## src/rtl/invader_fire_scheduler.sv

```systemverilog
// Invader fire scheduler: chooses the shooting column, its bottom live row and a free missile slot.
// Optional FIRE_LFSR_EN seeds each scan's start column from a 16-bit LFSR.
module invader_fire_scheduler #(
  parameter int unsigned NUM_COLS        = 11,
  parameter int unsigned NUM_ROWS        = 5,
  parameter int unsigned NUM_SLOTS       = 3,
  parameter int unsigned COOLDOWN_FRAMES = 8
) (
  input  logic                         clk,
  input  logic                         rst,
  input  logic                         clear,
  input  logic                         enable,
  input  logic                         frame,
  input  logic [NUM_COLS*NUM_ROWS-1:0] alive,
  input  logic [NUM_SLOTS-1:0]         slot_free,
  input  logic                         fire_ready,
  output logic                         fire_valid,
  output logic [1:0]                   fire_slot,
  output logic [3:0]                   fire_col,
  output logic [2:0]                   fire_row
);

  localparam int unsigned    CdW      = $clog2(COOLDOWN_FRAMES + 1);
  localparam logic [CdW-1:0] CdReload = CdW'(COOLDOWN_FRAMES);
  localparam logic [3:0]     LastCol  = 4'(NUM_COLS - 1);

  typedef enum logic [1:0] {StWait, StScan, StRow, StIssue} state_e;

  state_e         state_q, state_d;
  logic [CdW-1:0] cooldown_q, cooldown_d;
  logic [3:0]     col_ptr_q, col_ptr_d;
  logic [3:0]     scan_cnt_q, scan_cnt_d;
  logic           fire_valid_q, fire_valid_d;
  logic [1:0]     fire_slot_q, fire_slot_d;
  logic [3:0]     fire_col_q, fire_col_d;
  logic [2:0]     fire_row_q, fire_row_d;

  logic [15:0]         col_any;
  logic [NUM_ROWS-1:0] sel_rows;
  logic [2:0]          bottom_row;
  logic [3:0]          slot_pad;
  logic [1:0]          free_idx;

`ifdef FIRE_LFSR_EN
  logic [15:0] lfsr_q;
  logic        lfsr_fb;

  // Right-shifting Fibonacci form of taps 16,14,13,11.
  assign lfsr_fb = lfsr_q[0] ^ lfsr_q[2] ^ lfsr_q[3] ^ lfsr_q[5];

  always_ff @(posedge clk or posedge rst) begin
    if (rst) begin
      lfsr_q <= 16'hACE1;
    end else if (clear) begin
      lfsr_q <= 16'hACE1;
    end else begin
      lfsr_q <= {lfsr_fb, lfsr_q[15:1]};
    end
  end
`endif

  always_comb begin
    col_any  = '0;
    sel_rows = '0;
    for (int unsigned c = 0; c < NUM_COLS; c++) begin
      for (int unsigned r = 0; r < NUM_ROWS; r++) begin
        col_any[c] = col_any[c] | alive[r*NUM_COLS + c];
        if (fire_col_q == 4'(c)) sel_rows[r] = alive[r*NUM_COLS + c];
      end
    end
  end

  // Highest row index wins: it is the invader nearest the player.
  always_comb begin
    bottom_row = '0;
    for (int unsigned r = 0; r < NUM_ROWS; r++) begin
      if (sel_rows[r]) bottom_row = 3'(r);
    end
  end

  always_comb begin
    slot_pad = '0;
    free_idx = '0;
    for (int n = NUM_SLOTS - 1; n >= 0; n--) begin
      if (slot_free[n]) free_idx = 2'(n);
    end
    for (int unsigned n = 0; n < NUM_SLOTS; n++) begin
      slot_pad[n] = slot_free[n];
    end
  end

  always_comb begin
    state_d      = state_q;
    cooldown_d   = cooldown_q;
    col_ptr_d    = col_ptr_q;
    scan_cnt_d   = scan_cnt_q;
    fire_valid_d = fire_valid_q;
    fire_slot_d  = fire_slot_q;
    fire_col_d   = fire_col_q;
    fire_row_d   = fire_row_q;

    if (!enable) begin
      state_d      = StWait;
      fire_valid_d = 1'b0;
    end else begin
      unique case (state_q)
        StWait: begin
          if (cooldown_q != '0) begin
            if (frame) cooldown_d = cooldown_q - CdW'(1);
          end else if (|slot_free) begin
            fire_slot_d = free_idx;
            scan_cnt_d  = '0;
            state_d     = StScan;
`ifdef FIRE_LFSR_EN
            col_ptr_d   = 4'(lfsr_q % 16'(NUM_COLS));
`endif
          end
        end
        StScan: begin
          if (col_any[col_ptr_q]) begin
            fire_col_d = col_ptr_q;
            state_d    = StRow;
          end else begin
            col_ptr_d  = (col_ptr_q == LastCol) ? 4'd0 : col_ptr_q + 4'd1;
            scan_cnt_d = scan_cnt_q + 4'd1;
            if (scan_cnt_q == LastCol) begin
              cooldown_d = CdReload;
              state_d    = StWait;
            end
          end
        end
        StRow: begin
          col_ptr_d = (fire_col_q == LastCol) ? 4'd0 : fire_col_q + 4'd1;
          if (|sel_rows) begin
            fire_row_d   = bottom_row;
            fire_valid_d = 1'b1;
            state_d      = StIssue;
          end else begin
            // Column emptied since the scan hit; retry straight away.
            cooldown_d = '0;
            state_d    = StWait;
          end
        end
        StIssue: begin
          if (fire_ready) begin
            fire_valid_d = 1'b0;
            cooldown_d   = CdReload;
            state_d      = StWait;
          end else if (!slot_pad[fire_slot_q]) begin
            fire_valid_d = 1'b0;
            cooldown_d   = '0;
            state_d      = StWait;
          end
        end
        default: state_d = StWait;
      endcase
    end
  end

  always_ff @(posedge clk or posedge rst) begin
    if (rst) begin
      state_q      <= StWait;
      cooldown_q   <= CdReload;
      col_ptr_q    <= '0;
      scan_cnt_q   <= '0;
      fire_valid_q <= 1'b0;
      fire_slot_q  <= '0;
      fire_col_q   <= '0;
      fire_row_q   <= '0;
    end else if (clear) begin
      state_q      <= StWait;
      cooldown_q   <= CdReload;
      col_ptr_q    <= '0;
      scan_cnt_q   <= '0;
      fire_valid_q <= 1'b0;
      fire_slot_q  <= '0;
      fire_col_q   <= '0;
      fire_row_q   <= '0;
    end else begin
      state_q      <= state_d;
      cooldown_q   <= cooldown_d;
      col_ptr_q    <= col_ptr_d;
      scan_cnt_q   <= scan_cnt_d;
      fire_valid_q <= fire_valid_d;
      fire_slot_q  <= fire_slot_d;
      fire_col_q   <= fire_col_d;
      fire_row_q   <= fire_row_d;
    end
  end

  assign fire_valid = fire_valid_q;
  assign fire_slot  = fire_slot_q;
  assign fire_col   = fire_col_q;
  assign fire_row   = fire_row_q;

endmodule

```

## config.mk

```make
export PLATFORM = sky130hd
export DESIGN_NAME = invader_fire_scheduler
export DESIGN_NICKNAME = d
export VERILOG_FILES = /design/src/rtl/invader_fire_scheduler.sv
export SDC_FILE = /design/constraint.sdc
export NUM_CORES = 1
export LEC_CHECK = 0
export BUFFER_PORTS_ARGS = -buffer_cell sky130_fd_sc_hd__buf_2
export CORE_MARGIN = 2
export CORE_UTILIZATION = 35
export CTS_CLUSTER_SIZE = 10
export DETAILED_ROUTE_END_ITERATION = 7
export GPL_TIMING_DRIVEN = 0
export PLACE_DENSITY = 0.59
export SLEW_MARGIN = 40
export SYNTH_ARGS = -nofsm -noshare
export SYNTH_HDL_FRONTEND = slang
export SYNTH_SLANG_ARGS = --single-unit
```

## constraint.sdc

```tcl
create_clock -name clk -period 2.6 [get_ports clk]
set_input_delay 0.52 -clock clk [delete_from_list [all_inputs] [get_ports clk]]
set_output_delay 0.52 -clock clk [all_outputs]
set_load 0.05 [all_outputs]
```

Word level (Yosys, flattened, before mapping)
Index checks and enable logic that the tools add are counted.
- bits of input ports: 64
- logic and storage cells: 227
- output and inout port bits: 10
- flip-flop bits (word level): 24
- $add $sub $neg: 4
- bitwise operators: 44
- muxes and demuxes: 117
- eq/ne operators: 30
- reductions and logical operators: 22
- order comparisons: 2
- operators by type and width (operator ; count):
    $mux 4 ; 23
    $mux 1 ; 63
    $or 1x1->1 ; 44
    $mux 2 ; 17
    $mux 3 ; 7
    $ne 3x3->1 const B ; 7
    $eq 4x4->1 const B ; 5
    $eq 4x3->1 const B ; 4
    $ne 4x4->1 const B ; 4
    $pmux 4 s2 ; 2
    $pmux 4 s4 ; 1
    $reduce_bool 2->1 ; 7
    $add 4x1->4 const B ; 3
    $reduce_and 3->1 ; 4
    $ne 5x5->1 const B ; 2
    $eq 4x2->1 const B ; 2
    $pmux 2 s4 ; 1
    $reduce_and 4->1 ; 2
    $reduce_and 7->1 ; 1
    $reduce_bool 3->1 ; 2
    $lt 4x5->1 const B ; 1
    $reduce_and 5->1 ; 1
    $reduce_or 5->1 ; 1
    $bmux 1 s4 ; 1
    13 further kinds ; 14

Longest topological paths before layout
- depth after elaboration: 20
- mapped depth: 9
- depth with buffers taken out: 9

Worst setup path before layout
OpenSTA, ideal clock, no wires.
- path type: register to register
- start: register fire_col_q[0] (netlist: fire_col[0])
- end: register cooldown_q[2]
- period minus slack after synthesis: 2.598 ns
- arrival: 2.460 ns
- slack: 0.002 ns
- path buffers: 0
- stages on the path, launching flop included: 8
- library setup time: 0.138 ns
- data required time: 2.462 ns
- cells stage by stage: dfrtp_1 -> mux4_2 -> a21o_1 -> a221oi_2 -> o211ai_1 -> and4bb_4 -> a2bb2oi_4 -> a211oi_1
- cells in the longest elaborated chain, start to end: 15
- elaborated cells on any way between the ends: 69
- those cells by class: eq/ne (11); mux (55); reduce/logical (3)
- RTL lines (what ; line ; text):
    start: declaration ; 35 ; logic [3:0] fire_col_q, fire_col_d;
    start signal: assignment ; 186 ; fire_col_q <= fire_col_d;
    $logic_not 4->1 ; 68 ; if (fire_col_q == 4'(c)) sel_rows[r] = alive[r*NUM_COLS + c];
    $mux 1 (11 in a row) ; 68 ;
    $reduce_or 5->1 (*) ; 134 ; if (|sel_rows) begin
    $ne 3x3->1 (no source line) (*) ; n/a ;
    $reduce_and 7->1 (no source line) (*) ; n/a ;
    end signal: assignment ; 163 ; cooldown_q <= CdReload;
    end signal: assignment ; 172 ; cooldown_q <= CdReload;
    end signal: assignment ; 181 ; cooldown_q <= cooldown_d;
    end: declaration ; 30 ; logic [CdW-1:0] cooldown_q, cooldown_d;
Mark *: on every way between the ends. The rest lies on a longest branch, timed or not.
A chain may end at the register's enable or synchronous reset.

Worst setup path in the final report
- start: register fire_col_q[3] (netlist: fire_col[3])
- end: register cooldown_q[3]
The elaborated chain is that of the path after synthesis.

==> tab_implementation.tex <==
\begin{tabular}{lr}
\hline
Metric & Value \\
\hline
\multicolumn{2}{l}{\textbf{Setup path}} \\
Family with the most delay on the worst path & compound AO/OA/AOI/OAI gates \\
Crit path depth & 8 \\
Depth of the worst register-to-register path & 8 \\
Critical-path maximum fanout & 10 \\
Reg2Reg Setup Slack & 0.1 ns \\
Worst R2R Start & fire\_col[3] \\
Category of the critical setup timing path & register to register \\
Origin of the worst setup path & fire\_col[3] \\
Element type at the critical path end & register \\
Crit path launch type & register \\
Arrival time at the worst endpoint & 2.72 ns \\
End of the worst register-to-register path & cooldown\_q[3] \\
Cell with the biggest individual delay on the critical path & sky130\_fd\_sc\_hd\_\_clkbuf\_1 \\
CP peak stage delay & 0.46 ns \\
Data required time of the worst path & 2.82 ns \\
Number of buffers and inverters on the critical path & 1 \\
Cells traversed along the worst timing path & nor2b\_1 -> clkbuf\_1 -> o211ai\_1 -> a32oi\_1 -> nor4\_2 -> and4bb\_4 -> a2bb2oi\_4 -> o311a\_1 \\
\multicolumn{2}{l}{\textbf{Placed design}} \\
GPL Wtd Cong & 0.9253 \\
Detailed Place HPWL & 6726 um \\
Number of port buffers & 72 \\
DP Cell Count & 468 \\
\multicolumn{2}{l}{\textbf{Yosys}} \\
Number of flip-flops and latches in the synthesized netlist & 24 \\
Fraction of registers with async set or reset after synthesis & 100.0\% \\
Library cell with the highest instance count after synthesis & sky130\_fd\_sc\_hd\_\_nor2\_1 \\
Top cell type by total area after synthesis & sky130\_fd\_sc\_hd\_\_dfrtp\_1 \\
Post-synth EDFFs & 0 \\
Most numerous cell types in the synthesized netlist & sky130\_fd\_sc\_hd\_\_nor2\_1 (37), sky130\_fd\_sc\_hd\_\_dfrtp\_1 (23), sky130\_fd\_sc\_hd\_\_inv\_1 (21), sky130\_fd\_sc\_hd\_\_o21ai\_0 (21), sky130\_fd\_sc\_hd\_\_a21oi\_1 (19) \\
Count of synthesis-stage warnings from yosys & 0 \\
Part of the Yosys area used for sequential elements & 24.65\% \\
Synth Net Count & 386 \\
Top FF cell, synth & sky130\_fd\_sc\_hd\_\_dfrtp\_1 \\
Cell types occupying the most area after synthesis & sky130\_fd\_sc\_hd\_\_dfrtp\_1 (24\%), sky130\_fd\_sc\_hd\_\_nor2\_1 (5.7\%), sky130\_fd\_sc\_hd\_\_mux2i\_1 (5.3\%), sky130\_fd\_sc\_hd\_\_o21ai\_0 (4.3\%), sky130\_fd\_sc\_hd\_\_a21oi\_1 (3.9\%) \\
Cell count after synthesis & 316 \\
Count of distinct cell types in the synthesized netlist & 56 \\
Post-Synthesis Cell Area & 2441 um2 \\
Top-area cell type share of the netlist area & 23.58\% \\
Synth Area per Inst & 7.725 um2 \\
\multicolumn{2}{l}{\textbf{Floorplan}} \\
Ports placed on the boundary & 74 \\
Total Die Area & 7659 um2 \\
Starting Density & 36.13\% \\
Std cell rows & 30 \\
Die Width & 87.52 um \\
Die outline height & 87.52 um \\
Core area & 6756 um2 \\
\multicolumn{2}{l}{\textbf{Final layout}} \\
Antenna diode count & 0 \\
Fraction of layout cells with a size suffix above 1 & 26.85\% \\
Area growth from synthesis to final layout & 23.27\% \\
Number of nets at the end of the flow & 462 \\
Non-Filler Instances & 471 \\
\multicolumn{2}{l}{\textbf{Route}} \\
Number of nets with antenna violations after routing & 0 \\
Wirelength per Cell & 17.97 um \\
Count of unresolved DRC violations after routing & 0 \\
Via count & 2850 \\
Detailed Route WL & 8466 um \\
Number of detailed-route iterations in the first pass & 7 \\
Initial DRC Count & 246 \\
Vias per Instance & 6.051 \\
\multicolumn{2}{l}{\textbf{STA}} \\
Measured slew at the worst slew-check pin & 0.5778 ns \\
Max Clk Rate & 399.9 MHz \\
Final clock skew & 0.003073 ns \\
Final period demand of the worst path & 2.500 ns \\
Number of failing hold endpoints at the final stage & 0 \\
Relative slew slack & 61.48\% \\
Number of setup violations in the final report & 0 \\
Final Max Tran Viols & 0 \\
Crit share post-route & 96.17\% \\
\multicolumn{2}{l}{\textbf{CTS}} \\
Number of H-tree levels & 1 \\
\# clock sinks & 24 \\
Buffer count from post-CTS setup fixing & 0 \\
Clock Path Buffers & 2 \\
CTS tree & yes \\
Clock-pin slew on the worst setup and hold paths & 0.10 ns \\
Number of buffers inserted during clock tree synthesis & 3 \\
Clock insertion delay at the later pin of the skew report & 0.28 ns \\
CTS Root Cell & sky130\_fd\_sc\_hd\_\_clkbuf\_8 \\
\multicolumn{2}{l}{\textbf{Global routing}} \\
Pin count of the biggest net entering global routing & 25 \\
Vias in the first global route & 2642 \\
Global-route usage over all layers & 22.41\% \\
Number of antenna violations at the first check in global routing & 0 \\
Remaining global-route overflow & 0 \\
Global-route wire length before repair & 13490 um \\
\multicolumn{2}{l}{\textbf{Hold path}} \\
Class of the worst hold path & input pin to async pin \\
\multicolumn{2}{l}{\textbf{Run}} \\
Max-capacitance violation count & 0 \\
\multicolumn{2}{l}{\textbf{Pwr}} \\
Peak supply drop & 0.0002466 V \\
Total power density per cell area & 401.9 nW/um2 \\
Leakage power total & 1.266 nW \\
Pwr Total & 1.210 mW \\
\multicolumn{2}{l}{\textbf{Outcome}} \\
Outcome & finished clean \\
\hline
\end{tabular}
==> worst max path at each step <==
stage | endpoint
after floorplan | cooldown_q[2]
final | cooldown_q[3]
after detailed placement | scan_cnt_q[2]
after global routing | scan_cnt_q[2]
after CTS | cooldown_q[2]
after global placement | scan_cnt_q[2]
==> layout by cell type (no fill, tap or decap), types with 5 or more instances in the layout <==
master                     instances
sky130_fd_sc_hd__buf_2            75
sky130_fd_sc_hd__nor2_1           37
sky130_fd_sc_hd__dfrtp_1          22
sky130_fd_sc_hd__inv_1            20
sky130_fd_sc_hd__o21ai_0          20
sky130_fd_sc_hd__a21oi_1          19
sky130_fd_sc_hd__nand2_1          17
sky130_fd_sc_hd__nand3_1          13
sky130_fd_sc_hd__mux2i_1          13
sky130_fd_sc_hd__nand2b_1         10
sky130_fd_sc_hd__nor3_1            9
sky130_fd_sc_hd__nor4b_1           7
sky130_fd_sc_hd__nor2b_1           7
sky130_fd_sc_hd__o211ai_1          7
sky130_fd_sc_hd__nor4_1            6
sky130_fd_sc_hd__clkbuf_1          6
sky130_fd_sc_hd__ha_1              6
sky130_fd_sc_hd__o22ai_1           5
sky130_fd_sc_hd__a211oi_1          5
==> stage by stage <==
step                      setup WS, ns  hold slack [ns]  cell area (um2)  setup TNS (ns)  utilization (%)
after CTS                      0.01048           0.2926             2973               0            44.00
after global routing         -0.001571           0.3233             3009       -0.001571            44.54
final                          0.09958           0.2712             3009               0            44.54
after detailed placement      -0.03677           0.4813             2902        -0.06363            42.94
after global placement        -0.03740           0.4844             2902        -0.06634            42.94
after floorplan               0.002178           0.4826             2441               0                -
==> logic make-up (layout without fill, tap and decap cells) <==
family / count (synthesis) / after routing / synth area share (%)
compound gates: 98 / 98 / 28.40
simple gates: 131 / 131 / 29.06
fa+ha+maj: 6 / 6 / 3.075
buf+inv: 39 / 114 / 6.356
flops: 24 / 24 / 24.65
xor+xnor: 1 / 1 / 0.3589
mux: 17 / 17 / 8.098
==> what timing repair did <==
item	CTS	global route
gates resized for setup	0	19
setup endpoints to repair	0	18
hold buffers	0	0
==> layout make-up <==
| cell class | instances | area, um2 |
|---|---|---|
| flip-flops and latches | 24 | 603.1 |
| plain buffers | 17 | 87.58 |
| fillers | 712 | 3747 |
| multi-input cells | 253 | 1708 |
| clock inverters | 1 | 30.03 |
| repair buffers | 72 | 360.3 |
| well taps | 80 | 100.1 |
| inverters | 21 | 78.83 |
| clock buffers | 3 | 41.29 |
==> registers in the layout, indices dropped and copies added (netlist names) <==
| register | flops |
|---|---|
| col_ptr_q | 4 |
| cooldown_q | 4 |
| fire_col | 4 |
| fire_row | 3 |
| fire_slot | 2 |
| fire_valid | 1 |
| scan_cnt_q | 4 |
| state_q | 2 |
==> metal layers <==
layer | vias up | share of wire [%] | global-route usage, %
li1 | 1354 | - | -
met1 | 1362 | 46 | 34.11
met2 | 123 | 44 | 34.16
met3 | 11 | 8.0 | 2.370
met4 | 0 | 1.6 | 4.895
met5 | - | 0 | 0
==> power by group <==
part	total, mW	leakage (nW)	internal [mW]	switching (mW)
Sequential	0.443	0.326	0.409	0.0334
Combinational	0.416	0.904	0.184	0.231
Clock	0.351	0.0357	0.206	0.145
(Power assumes the default switching activity.)
